File: config.mk
export PLATFORM = sky130hd
export DESIGN_NAME = hazard_stall_ctrl
export DESIGN_NICKNAME = d
export VERILOG_FILES = /design/src/rtl/hazard_stall_ctrl.sv
export SDC_FILE = /design/constraint.sdc
export NUM_CORES = 1
export LEC_CHECK = 0
export ABC_CLOCK_PERIOD_IN_PS = 3000
export CORE_ASPECT_RATIO = 0.8
export CORE_UTILIZATION = 30
export CTS_CLUSTER_DIAMETER = 200
export DETAILED_ROUTE_END_ITERATION = 6
export PLACE_DENSITY = 0.6
export SKIP_CTS_REPAIR_TIMING = 1
export SYNTH_ARGS = -nofsm -noshare
export SYNTH_HDL_FRONTEND = slang
export SYNTH_SLANG_ARGS = --single-unit
export TNS_END_PERCENT = 1
File: constraint.sdc
create_clock -name CLK -period 3 [get_ports CLK]
set_clock_uncertainty 0.05 [all_clocks]
set_input_delay 0.6 -clock CLK [delete_from_list [all_inputs] [get_ports CLK]]
set_output_delay 0.6 -clock CLK [all_outputs]
set_load 0.01 [all_outputs]
File: src/rtl/hazard_stall_ctrl.sv
// hazard_stall_ctrl
//   Pipeline interlock for a 5-stage MIPS-style core. It detects load-use
//   hazards and accesses to HI/LO while a multiply/divide is still running.
//   It stalls or flushes the front end, and counts the cycles in which the PC
//   was held.
//
// Ports
//   CLK              in   clock, all state on posedge
//   RST              in   synchronous active-high reset
//   ID_IR[31:0]      in   instruction in the IF/ID register
//   EX_memread       in   EX-stage instruction is a load
//   EX_rt[4:0]       in   destination register of the EX-stage load
//   EX_branch_taken  in   branch/jump resolved taken in EX
//   IF_write         out  IF/ID load enable
//   PC_write         out  PC load enable
//   ID_bubble        out  zero ID control bits going into ID/EX
//   IF_flush         out  load NOP into IF/ID
//   MD_busy          out  HI/LO result not yet available
//   stall_cycles     out  saturating count of cycles with PC_write=0
module hazard_stall_ctrl #(
  parameter int unsigned MUL_LAT = 4,
  parameter int unsigned DIV_LAT = 32
) (
  input  logic        CLK,
  input  logic        RST,
  input  logic [31:0] ID_IR,
  input  logic        EX_memread,
  input  logic [4:0]  EX_rt,
  input  logic        EX_branch_taken,
  output logic        IF_write,
  output logic        PC_write,
  output logic        ID_bubble,
  output logic        IF_flush,
  output logic        MD_busy,
  output logic [31:0] stall_cycles
);

  localparam logic [15:0] MulLat = MUL_LAT[15:0];
  localparam logic [15:0] DivLat = DIV_LAT[15:0];

  logic [15:0] r_md_cnt;
  logic [31:0] r_stall_cycles;
  // Set for the cycle after a load-use stall: the bubble is then in EX, so the
  // same load must not stall ID a second time.
  logic        r_lu_stalled;

  logic [5:0] w_op;
  logic [5:0] w_funct;
  logic [4:0] w_rs;
  logic [4:0] w_rt;
  logic       w_reads_rt;
  logic       w_is_mul;
  logic       w_is_div;
  logic       w_hilo_rd;
  logic       w_busy;
  logic       w_load_use;
  logic       w_md_hazard;
  logic       w_md_issue;
  logic       w_unused;

  assign w_op     = ID_IR[31:26];
  assign w_rs     = ID_IR[25:21];
  assign w_rt     = ID_IR[20:16];
  assign w_funct  = ID_IR[5:0];
  assign w_unused = ^ID_IR[15:6];

  assign w_reads_rt = (w_op == 6'h00) || (w_op == 6'h04) || (w_op == 6'h05) ||
                      (w_op == 6'h28) || (w_op == 6'h29) || (w_op == 6'h2B);

  assign w_is_mul  = (w_op == 6'h00) && ((w_funct == 6'h18) || (w_funct == 6'h19));
  assign w_is_div  = (w_op == 6'h00) && ((w_funct == 6'h1A) || (w_funct == 6'h1B));
  assign w_hilo_rd = (w_op == 6'h00) && ((w_funct == 6'h10) || (w_funct == 6'h12));

  assign w_busy = (r_md_cnt != 16'd0);

  assign w_load_use = EX_memread && (EX_rt != 5'd0) && !r_lu_stalled &&
                      ((EX_rt == w_rs) || (w_reads_rt && (EX_rt == w_rt)));

  assign w_md_hazard = w_busy && (w_is_mul || w_is_div || w_hilo_rd);

  // An md op can only issue in a normal cycle, so never while another is busy.
  assign w_md_issue = !EX_branch_taken && !w_load_use && !w_md_hazard &&
                      (w_is_mul || w_is_div);

  always_comb begin
    IF_write  = 1'b1;
    PC_write  = 1'b1;
    ID_bubble = 1'b0;
    IF_flush  = 1'b0;
    MD_busy   = w_busy;
    if (RST) begin
      ID_bubble = 1'b1;
      IF_flush  = 1'b1;
      MD_busy   = 1'b0;
    end else if (EX_branch_taken) begin
      ID_bubble = 1'b1;
      IF_flush  = 1'b1;
    end else if (w_load_use || w_md_hazard) begin
      IF_write  = 1'b0;
      PC_write  = 1'b0;
      ID_bubble = 1'b1;
    end
  end

  assign stall_cycles = r_stall_cycles;

  always_ff @(posedge CLK) begin
    if (RST) begin
      r_md_cnt       <= 16'd0;
      r_stall_cycles <= 32'd0;
      r_lu_stalled   <= 1'b0;
    end else begin
      if (w_md_issue) begin
        r_md_cnt <= w_is_div ? DivLat : MulLat;
      end else if (w_busy) begin
        r_md_cnt <= r_md_cnt - 16'd1;
      end
      if (!PC_write && (r_stall_cycles != 32'hFFFF_FFFF)) begin
        r_stall_cycles <= r_stall_cycles + 32'd1;
      end
      r_lu_stalled <= w_load_use && !EX_branch_taken;
    end
  end

endmodule

==> Word-level counts from Yosys, hierarchy flattened <==
Index checks and enable logic that the tools add are counted.
{ "word_totals": {"register_bits": 49, "in_bits": 41, "output_inout_bits": 37, "elab_cells": 65} }
{ "classes": {"n_addsub": 2, "n_eq_ne": 14, "muxes": 12, "n_reduce_logical": 34} }
{ "op_table": {"columns": ["operator", "count"], "rows": [
  ["$eq 6x5->1 const B", 6],
  ["$add 32x1->32 const B", 1],
  ["$mux 16", 2],
  ["$ne 32x32->1 const B", 1],
  ["$eq 6x6->1 const B", 3],
  ["$reduce_bool 16->1", 1],
  ["$sub 16x1->16 const B", 1],
  ["$logic_and 1x1->1", 13],
  ["$eq 6x3->1 const B", 2],
  ["$logic_or 1x1->1", 12],
  ["$eq 5x5->1", 2],
  ["$mux 1", 9],
  ["$logic_not 6->1", 1],
  ["$mux 6", 1],
  ["$logic_not 1->1", 5],
  ["$reduce_bool 5->1", 1],
  ["$reduce_bool 2->1", 1]
]} }

==> Logic depth before layout (Yosys ltp) <==
Gate-level depths: netlist (run 1).
{ "logic_depth": {"ltp_word": 15, "depth_mapped": 9, "mapped_depth_nobuf": 7} }

==> Worst setup path before layout (run 1) <==
Ideal clock, no wire load.
{ "synth_timing": {"path_type": "input to output", "from": "in EX_rt[1]", "to": "out PC_write", "t_arrival_ns": 2.404, "setup_slack_ns": -0.054, "stages": 8, "path_cell_list": "or4_1 o21ai_1 nor4_2 nor3_4 buf_6 buf_6 nand2b_1 buf_4"} }
{ "synth_via": {"elab_chain_len": 8, "elab_cells_between_ends": 12} }
{ "synth_rtl": {"columns": ["element", "line", "source"], "rows": [
  ["from (decl)", "28", "input logic [4:0] EX_rt,"],
  ["$eq 5x5->1 or $reduce_bool 5->1 (tied branches)", "77, 76", null],
  ["$logic_and 1x1->1 (on tied branches)", "77, 76", null],
  ["$logic_or 1x1->1 or $logic_and 1x1->1 (tied branches)", "77, 76", null],
  ["$logic_and 1x1->1 *", "76", "assign w_load_use = EX_memread && (EX_rt != 5'd0) && !r_lu_stalled &&"],
  ["$logic_or 1x1->1 *", "98", "end else if (w_load_use || w_md_hazard) begin"],
  ["$mux 1 * (3 in series)", null, null],
  ["to (decl)", "31", "output logic PC_write,"]
]} }
Mark *: on every way between the ends. The rest lies on a longest branch, timed or not.

==> Worst setup path in the final report (run 1) <==
{ "layout_timing": {"from": "in EX_rt[3]", "to": "out IF_write"} }
{ "layout_via": {"elab_chain_len": 8, "elab_cells_between_ends": 12} }
{ "layout_rtl": {"columns": ["element", "line", "source"], "rows": [
  ["$eq 5x5->1 or $reduce_bool 5->1 (tied branches)", "77, 76", null],
  ["$logic_and 1x1->1 (on tied branches)", "77, 76", null],
  ["$logic_or 1x1->1 or $logic_and 1x1->1 (tied branches)", "77, 76", null],
  ["$logic_and 1x1->1 *", "76", null],
  ["$logic_or 1x1->1 *", "98", null],
  ["$mux 1 *", "98", null],
  ["$mux 1 *", "95", "end else if (EX_branch_taken) begin"],
  ["$mux 1 *", "91", "if (RST) begin"],
  ["to (decl)", "30", "output logic IF_write,"]
]} }
Marks and branches as above.

==> results of run 1 <==
## through the flow
stage / cells / power (uW) / setup TNS, ns / area, um^2 / setup slack [ns]
after floorplan: 338 / 1340 / 0 / 2824 / 0.02084
after CTS: 534 / 2146 / -1.845 / 3875 / -0.4663
after global placement: 526 / 1583 / -6.730 / 3739 / -0.3950
after detailed placement: 526 / 1596 / -10.31 / 3739 / -0.4598
after global routing: 536 / 2294 / -0.1182 / 3940 / -0.05996
final: 536 / 2132 / -0.04280 / 3940 / -0.02205
## how the worst max path moves through the flow
| stage | end | slack, ns | cells after the start |
|---|---|---|---|
| floorplan | PC_write | 0.02 | 8 |
| global placement | PC_write | -0.40 | 7 |
| detailed placement | IF_write | -0.46 | 8 |
| CTS | IF_write | -0.47 | 8 |
| global route | IF_write | -0.06 | 7 |
| finish | IF_write | -0.02 | 7 |
## registers in the layout, indices dropped and copies added (netlist names)
name	cells
stall_cycles	32
r_md_cnt	16
r_lu_stalled	1
## kinds of logic after synthesis
kind of cell             after synthesis  share of synthesized area, %
AO/OA/AOI/OAI                         69                         16.15
flip-flops                            49                         34.78
XOR/XNOR                              22                         6.832
adder cells (fa/ha/maj)                2                        0.8872
multiplexers                           4                         1.553
AND/OR/NAND/NOR                      165                         34.87
buffers and inverters                 27                         4.924
## synthesized netlist by cell type (2+ instances only)
cell and n:
nand3b_1 2, a21oi_1 31, nor3b_1 2, clkbuf_1 10
nor2_1 33, nand2_1 19, nand3_1 22, or4_1 24
or3_1 7, ha_1 2, nor4_1 4, nand2b_1 4
and3_1 5, mux2_1 3, o31ai_1 22, and4_1 5
nor3_1 7, nor4_2 2, xor2_1 13, buf_6 4
nand4_1 14, inv_1 9, buf_2 3, dfxtp_1 49
xnor2_1 9, o21ai_1 7, nor2b_1 5
## cell type report
class / instances / area, um^2 / share of cell area [%]
multi-input combinational: 262 / 1742 / 44.20
tap: 115 / 143.9 / 3.652
inverter: 9 / 33.78 / 0.8574
sequential: 49 / 980.9 / 24.90
clock buffer: 8 / 136.4 / 3.461
timing repair buffer: 93 / 903.4 / 22.93
## layer usage
| layer | GRT usage [%] | vias up |
|---|---|---|
| met2 | 26.31 | 31 |
| met1 | 20.79 | 1345 |
| met4 | 2.909 | 0 |
| met5 | 0 | - |
| li1 | - | 1444 |
| met3 | 2.397 | 5 |
## power by group through the flow
stage	Sequential (uW)	Clock, uW	Combinational [uW]
floorplan	806	0	535
global placement	820	0	763
detailed placement	823	0	773
CTS	809	555	782
global route	819	587	888
finish	808	536	788
## worst max-delay path, delay by kind of cell
kind / cells / cell delay, ns
buffers and inverters: 2 / 0.54
AOI/OAI and AO/OA: 1 / 0.24
and+or+nand+nor: 4 / 0.99
==> summary.txt, run 1 <==
Run status
  – Failing checks: setup timing
  – Status: finished, violations left

Cells and area
  – Nets@finish: between 400 and 500
  – Filler cell count: 924
  – Most common cell after layout, fill and taps aside: clkdlybuf4s50_1
  – Fraction of layout cells with a size suffix above 1: between 10% and 20%
  – Synth-to-Final Area Change: 39.71%
  – Final core utilization: 43.41%
  – Diodes inserted: 0
  – Commonest cells after routing, fill and taps aside: clkdlybuf4s50_1, dfxtp_1, nor2_1

Power and ir drop
  – Seq pwr share: 37.9%
  – Internal power: 1410 uW
  – Sw frac: 33.87%
  – Cell Pwr Density: 541.1 mW/mm^2
  – Clock share of power: 25.1%
  – Leakage power: 0.001348 uW
  – Comb pwr share: approximately 37%
  – Psw: between 700 and 800 uW
  – Maximum vdd drop: around 0.38 mV

Setup path
  – Setup crit end kind: output pin
  – Worst path max stage delay: 0.51 ns
  – CP cell instances: clkdlybuf4s50_1 > or4_4 > o21ai_4 > nor4_4 > nor3_4 > nand2b_4 > buf_2
  – Critical Path RT: 2.35 ns
  – Worst setup path startpoint: EX_rt[3]
  – R2R Path End: stall_cycles[23]$_SDFFE_PP0P_
  – Critical Path AT: around 2.4 ns
  – Reg2reg start: stall_cycles[0]$_SDFFE_PP0P_
  – Critical Path Slowest Stage Cell: or4_4
  – Maximum net fanout on the critical path: 3
  – Worst reg-to-reg path cell count: 8
  – Worst reg-to-reg setup slack: 0.56 ns
  – Worst setup SP type: input pin
  – Crit Path Category: in -> out

STA
  – Hold WS: between 0.4 and 0.5 ns
  – Final worst slack: -0.02205 ns
  – Final hold violation count: 0
  – Final cycle utilization of the critical path: 100.7%
  – Relative slew margins: approximately 65%
  – # setup viols final: 2
  – Worst Tran Pin Value: 0.5228 ns
  – RSZ-0062 raised after global routing: yes
  – Max Freq: 330.9 MHz
  – Final Critical Period: 3.022 ns
  – Pins over their slew limit: 0

Synthesis
  – Post-Synthesis Cell Area: 0.002820 mm^2
  – Synth Flop Type: dfxtp_1
  – Cell count after synthesis: 338
  – Mapped Avg Cell Area: 8.344 um^2
  – Fraction of registers with async set/reset: 0%
  – Post-synth EDFFs: 0
  – Syn nets: approximately 380
  – Seq cells post-synth: 49
  – Top-area cell type share of the netlist area: 34.78%
  – Top post-synthesis cells by area: dfxtp_1, or4_1, o31ai_1
  – Yosys warning count: 0
  – Post-synth cell types: 48
  – Synth area leader: dfxtp_1
  – Sequential fraction of the synthesis area: 34.78%

Global route
  – Vias in the first global route: 2,675
  – First-pass GRT wire length: ~13 mm
  – Pin count of the biggest net entering global routing: between 60 and 70
  – GRT Total Usage: 15.37%
  – Antenna violations before repair: 0
  – GRT overflow: 0

Routing
  – Final ANT Viol Nets: 0
  – Avg Vias per Cell: 5.271
  – Remaining DRCs: 0
  – Wirelength per Cell: 14.18 um
  – Total iterations of the first detailed-routing run: 4
  – DR WL met3: 199 um
  – Via count: 2,825
  – Met2 wire len: 3.690 mm
  – Met1 WL: approximately 3.7 mm
  – Initial drt markers: 155
  – Routed WL: approximately 7.6 mm
  – Top layer in use: met4

Place
  – Detail Placement HPWL: 5.371 mm
  – PortBufs: 67
  – Routability cong.: between 0.7 and 0.8

Hold path
  – Worst hold endpoint: stall_cycles[9]$_SDFFE_PP0P_
  – Hold Path Depth: 2
  – Worst hold path type: reg -> reg
  – HP Start: stall_cycles[9]$_SDFFE_PP0P_

Clocking
  – Root Driver: clkbuf_16
  – TritonCTS sink count: 49
  – Clk Latency, worst-skew pair: 0.28 ns
  – CTS tree: done
  – Clock-pin slew on the worst setup and hold paths: 0.06 ns
  – CTS H-Tree Depth: 2
  – CTS Buffer Depth: 2
  – TritonCTS Buffers: 5

Floorplan
  – Core area: 0.009076 mm^2
  – IO Pins: 78
  – Die height: 88.72 um
  – Starting Density: 31.07%
  – # rows: 31
  – Die area: slightly below 0.01 mm^2
  – Die X: 110.4 um

Run
  – Max Cap Viol: 0
(Power assumes the default switching activity.)
==> inputs of run 2 (changes only) <==
Settings changed: CORE_ASPECT_RATIO 0.8 to 1.4, PLACE_DENSITY 0.6 to default, PLACE_DENSITY_LB_ADDON from default to 0.15.
==> run 2 against run 1 <==
Net effect: the run ends with DRC, setup timing left; global-route usage rose by 0.75 points; sequential share of layout area rose by 0.26 points; register-to-register slack got worse by 0.19 ns; clock power increased by 24%; die area hardly changed; critical path type unchanged.
==> summary.txt, run 2 (synthesis results as in run 1) <==
Setup path
  – Reg2reg start: r_md_cnt[2]$_SDFFE_PP0P_
  – CP cell instances: clkdlybuf4s50_1 > or4_4 > o21ai_4 > nor4_4 > nor3_4 > nand2b_1 > clkbuf_2
  – Setup crit end kind: output pin
  – CP top delay family: simple AND/OR/NAND/NOR gates
  – Critical Path Slowest Stage Cell: or4_4
  – Critical Path AT: 2.36 ns (about the same)
  – CP bufs+invs: 2 (unchanged)
  – R2R Path End: stall_cycles[28]$_SDFFE_PP0P_
  – Stages on worst setup path: 7 (unchanged)
  – Crit Path Category: in -> out
  – Worst reg-to-reg path cell count: 7 (-1)
  – Worst reg-to-reg setup slack: 0.37 ns (-0.19 ns)
  – Worst path max stage delay: 0.56 ns (+0.05 ns)
  – Maximum net fanout on the critical path: 4 (+1)
  – Critical Path RT: 2.35 ns (about the same)
  – Worst setup SP type: input pin

Place
  – Routability cong.: 0.7333 (-1.4%)
  – PortBufs: 67 (unchanged)
  – Detail Placement HPWL: 5.514 mm (+2.7%)
  – Placed cell area: 0.003704 mm^2 (-0.94%)

Floorplan
  – # rows: 41 (+32%)
  – IO Pins: 78 (unchanged)
  – Starting Density: 31.06% (about the same)
  – Die X: 83.95 um (-24%)
  – Die area: 0.009798 mm^2 (about the same)
  – Die height: 116.7 um (+32%)
  – Core area: 0.009080 mm^2 (about the same)

STA
  – Final worst slack: -0.01458 ns (+0.007476 ns)
  – Final hold violation count: 0 (unchanged)
  – Hold WS: 0.4380 ns (+0.001227 ns)
  – Final cycle utilization of the critical path: 100.5% (-0.25 points)
  – Setup TNS: -0.02700 ns (+0.01579 ns)
  – Final Critical Period: 3.015 ns (-0.007476 ns)
  – Worst Tran Pin Value: 0.5473 ns (+0.02447 ns)
  – Max Freq: 331.7 MHz (+0.25%)
  – # setup viols final: 2 (unchanged)
  – Relative slew margins: 63.51% (-1.4 points)
  – Pins over their slew limit: 0 (unchanged)
  – RSZ-0062 raised after global routing: yes

Cells and area
  – Nets@finish: 463 (unchanged)
  – Synth-to-Final Area Change: 38.29%
  – Final core utilization: 42.95% (-0.46 points)
  – Diodes inserted: 0 (unchanged)
  – Fraction of layout cells with a size suffix above 1: 11.40% (-0.24 points)
  – Filler cell count: 925 (+0.11%)
  – Commonest cells after routing, fill and taps aside: clkdlybuf4s50_1, dfxtp_1, nor2_1
  – Final instance area: 0.003900 mm^2 (-1.0%)
  – Most common cell after layout, fill and taps aside: clkdlybuf4s50_1
  – Max FFs per register: 32 (unchanged)

Routing
  – Wirelength per Cell: 14.67 um (+3.4%)
  – Via count: 2,815 (-0.35%)
  – Routed WL: 7.745 mm (+1.9%)
  – Remaining DRCs: 18 (+18)
  – Final ANT Viol Nets: 0 (unchanged)
  – Initial drt markers: 96 (-38%)
  – Avg Vias per Cell: 5.331 (+1.2%)
  – Total iterations of the first detailed-routing run: 7 (+3)

Clocking
  – TritonCTS Buffers: 5 (unchanged)
  – CTS tree: done
  – Clk Latency, worst-skew pair: 0.29 ns (about the same)
  – TritonCTS sink count: 49 (unchanged)
  – CTS H-Tree Depth: 2 (unchanged)
  – CTS Buffer Depth: 2 (unchanged)
  – Root Driver: clkbuf_16
  – Clock-pin slew on the worst setup and hold paths: 0.06 ns (about the same)

Hold path
  – HP Start: r_md_cnt[0]$_SDFFE_PP0P_
  – Worst hold endpoint: r_md_cnt[0]$_SDFFE_PP0P_
  – Hold Path Depth: 2 (unchanged)
  – Worst hold path type: reg -> reg

Global route
  – GRT overflow: 0 (unchanged)
  – Vias in the first global route: 2,591 (-3.1%)
  – First-pass GRT wire length: 12.54 mm (-0.44%)
  – Pin count of the biggest net entering global routing: 61 (-1.6%)
  – GRT Total Usage: 16.11% (+0.75 points)
  – Antenna violations before repair: 0 (unchanged)

Power and ir drop
  – Overall Power: 2213 uW (+3.8%)
  – Maximum vdd drop: 0.2425 mV (-36%)
  – Leakage power: 0.001331 uW (-1.2%)
  – Cell Pwr Density: 567.6 mW/mm^2 (+4.9%)

Run status
  – Status: finished, violations left
  – Failing checks: DRC, setup timing

Run
  – Max Cap Viol: 0 (unchanged)
run 2: worst max path at each step:
stage | from | end | slack [ns]
finish | EX_rt[1] | IF_write | -0.01
global route | ID_IR[26] | PC_write | -0.12
CTS | EX_rt[2] | IF_write | -0.48
detailed placement | EX_rt[2] | IF_write | -0.46
global placement | EX_rt[2] | IF_write | -0.43
floorplan | EX_rt[1] | PC_write | 0.02
run 2: power by group:
part / leakage, uW / internal [uW] / switching [uW]
Sequential: 0.000397 / 729 / 77.9
Combinational: 0.000850 / 342 / 401
Clock: 0.0000841 / 417 / 245
run 2: layout make-up:
| type | count | area, um^2 | area share [%] |
|---|---|---|---|
| Timing Repair Buffer | 93 | 863.3 | 22.14 |
| Inverter | 9 | 33.78 | 0.8662 |
| Multi-Input combinational cell | 262 | 1715 | 43.98 |
| Sequential cell | 49 | 980.9 | 25.15 |
| Tap cell | 107 | 133.9 | 3.433 |
| Clock inverter | 1 | 30.03 | 0.7700 |
| Clock buffer | 7 | 142.6 | 3.657 |
run 2: routing by layer:
metal | up-vias | part of all wire, % | GRT usage (%)
li1 | 1437 | - | -
met1 | 1308 | 43 | 18.35
met2 | 64 | 51 | 30.11
met3 | 6 | 4.8 | 2.615
met4 | 0 | 1.5 | 6.322
met5 | - | 0 | 0
run 2: through the flow:
stage,instances,setup WS [ns]
floorplan,338,0.02084
global placement,518,-0.4321
detailed placement,518,-0.4559
CTS,526,-0.4760
global route,528,-0.1188
finish,528,-0.01458
run 2: worst min-delay path, delay by kind of cell (launching register included):
| family | cells | cell delay [ns] |
|---|---|---|
| DFF | 1 | 0.33 |
| and+or+nand+nor | 1 | 0.06 |
| AOI/OAI and AO/OA | 1 | 0.05 |
==> inputs of run 3 (changes only) <==
Settings changed: CTS_CLUSTER_SIZE from default to 28, RECOVER_POWER from default to 50.
==> run 3 against run 2 <==
Net effect: the flow still finishes with violations (DRC, setup timing); setup slack hardly changed; sequential power is essentially flat; clock power hardly changed; via count fell by 0.14%; critical path depth is the same; wire length decreased by 0.41%; non-clock buffer count is the same; critical path type unchanged; largest power group unchanged.
==> summary.txt, run 3 (synthesis results as in run 1) <==
Hold path
  – HP Start: r_md_cnt[0]$_SDFFE_PP0P_
  – Worst hold path type: reg -> reg
  – Hold Path Depth: 2 (unchanged)
  – Worst hold endpoint: r_md_cnt[0]$_SDFFE_PP0P_

Setup path
  – Setup crit end kind: output pin
  – Critical Path RT: 2.35 ns (about the same)
  – Critical Path AT: 2.36 ns (about the same)
  – Worst setup SP type: input pin
  – R2R Path End: stall_cycles[23]$_SDFFE_PP0P_
  – Maximum net fanout on the critical path: 4 (unchanged)
  – Crit Path Category: in -> out
  – Worst reg-to-reg setup slack: 0.29 ns (-0.08 ns)
  – Reg2reg start: r_md_cnt[2]$_SDFFE_PP0P_
  – Worst reg-to-reg path cell count: 7 (unchanged)

Cells and area
  – Synth-to-Final Area Change: 38.15% (about the same)
  – Fraction of layout cells with a size suffix above 1: 11.16% (-0.24 points)
  – Most common cell after layout, fill and taps aside: dfxtp_1
  – Finished Layout Cells: 528 (unchanged)
  – Diodes inserted: 0 (unchanged)
  – Commonest cells after routing, fill and taps aside: dfxtp_1, nor2_1, dlygate4sd3_1
  – Nets@finish: 463 (unchanged)
  – Max FFs per register: 32 (unchanged)

Clocking
  – TritonCTS sink count: 49 (unchanged)
  – Clock-pin slew on the worst setup and hold paths: 0.06 ns (about the same)
  – Clk Latency, worst-skew pair: 0.29 ns (about the same)
  – CTS H-Tree Depth: 2 (unchanged)
  – CTS Buffer Depth: 2 (unchanged)
  – CTS tree: done
  – Root Driver: clkbuf_16
  – TritonCTS Buffers: 5 (unchanged)

Place
  – Placed cells: 518 (unchanged)
  – Place WS: -0.4559 ns (unchanged)
  – Detail Placement HPWL: 5.514 mm (unchanged)
  – Routability cong.: 0.7333 (unchanged)
  – PortBufs: 67 (unchanged)

Global route
  – Met2 Resource Use GR: 30.11% (unchanged)
  – Pin count of the biggest net entering global routing: 61 (unchanged)
  – Vias in the first global route: 2,591 (unchanged)
  – GRT overflow: 0 (unchanged)
  – GRT Total Usage: 16.11% (unchanged)
  – Met1 usage in global routing: 18.35% (unchanged)
  – Antenna violations before repair: 0 (unchanged)
  – First-pass GRT wire length: 12.54 mm (unchanged)
  – GR Layer Usage met3: 2.615% (unchanged)
  – Global route hottest layer: met2

Floorplan
  – IO Pins: 78 (unchanged)
  – Core area: 0.009080 mm^2 (unchanged)
  – # rows: 41 (unchanged)
  – Starting Density: 31.06% (unchanged)
  – Die area: 0.009798 mm^2 (unchanged)
  – Die X: 83.95 um (unchanged)
  – Die height: 116.7 um (unchanged)

Routing
  – Wirelength per Cell: 14.61 um (-0.41%)
  – Avg Vias per Cell: 5.324 (-0.14%)
  – Routed WL: 7.713 mm (-0.41%)
  – Remaining DRCs: 18 (unchanged)
  – Via count: 2,811 (-0.14%)
  – Total iterations of the first detailed-routing run: 7 (unchanged)
  – Final ANT Viol Nets: 0 (unchanged)
  – Initial drt markers: 98 (+2.1%)

STA
  – Pins over their slew limit: 0 (unchanged)
  – Final Critical Period: 3.015 ns (-0.0000009000 ns)
  – Worst Tran Pin Value: 0.5527 ns (+0.005424 ns)
  – Max Freq: 331.7 MHz (about the same)
  – Relative slew margins: 62.87% (-0.65 points)
  – RSZ-0062 raised after global routing: yes
  – Final cycle utilization of the critical path: 100.5% (about the same)
  – # setup viols final: 2 (unchanged)
  – Final worst slack: -0.01458 ns (+0.0000009000 ns)
  – Hold WS: 0.4387 ns (+0.0007110 ns)
  – Final hold violation count: 0 (unchanged)

Run
  – Max Cap Viol: 0 (unchanged)

Power and ir drop
  – Maximum vdd drop: 0.2394 mV (-1.3%)
  – Leakage power: 0.001446 uW (+8.6%)
  – Cell Pwr Density: 564.9 mW/mm^2 (-0.47%)

Run status
  – Failing checks: DRC, setup timing
  – Status: finished, violations left
[run 3: through the flow]
stage | setup TNS [ns] | util, % | cell area, um^2 | total power, uW
after floorplan | 0 | - | 2824 | 1340
after global placement | -7.702 | 40.79 | 3704 | 1560
after detailed placement | -9.387 | 40.79 | 3704 | 1561
after CTS | -1.414 | 42.69 | 3876 | 2239
after global routing | -1.514 | 42.91 | 3896 | 2346
final | -0.02700 | 42.91 | 3896 | 2201
[run 3: power breakdown]
| part | switching, uW | leakage, uW | internal [uW] |
|---|---|---|---|
| combinational | 401 | 0.000964 | 335 |
| sequential | 76.6 | 0.000397 | 730 |
| clock | 242 | 0.0000841 | 417 |
[run 3: area by class of cell]
| type | instances | area, um^2 |
|---|---|---|
| clock inverter | 1 | 30.03 |
| sequential | 49 | 980.9 |
| fill | 927 | 5184 |
| tap | 107 | 133.9 |
| multi-input combinational | 262 | 1712 |
| inverter | 9 | 33.78 |
| timing repair buffer | 93 | 863.3 |
| clock buffer | 7 | 142.6 |
[run 3: metal layers]
metal  up-vias  share of wire, %
met4         0               1.5
met3         6               4.7
met1      1302                42
li1       1440                 -
met2        63                51
met5         -                 0
[run 3: worst max path at each step]
stage / slack (ns) / cells after the start / from / endpoint
after global routing: -0.12 / 8 / ID_IR[26] / PC_write
final: -0.01 / 7 / EX_rt[1] / IF_write
after CTS: -0.48 / 7 / EX_rt[2] / IF_write
after floorplan: 0.02 / 8 / EX_rt[1] / PC_write
after global placement: -0.43 / 7 / EX_rt[2] / IF_write
after detailed placement: -0.46 / 7 / EX_rt[2] / IF_write
[run 3: worst max-delay path, cell delays in order]
cell             delay (ns)
clkdlybuf4s50_1        0.42
or4_4                  0.56
o21ai_4                0.20
nor4_4                 0.08
nor3_4                 0.22
nand2b_1               0.14
clkbuf_2               0.13
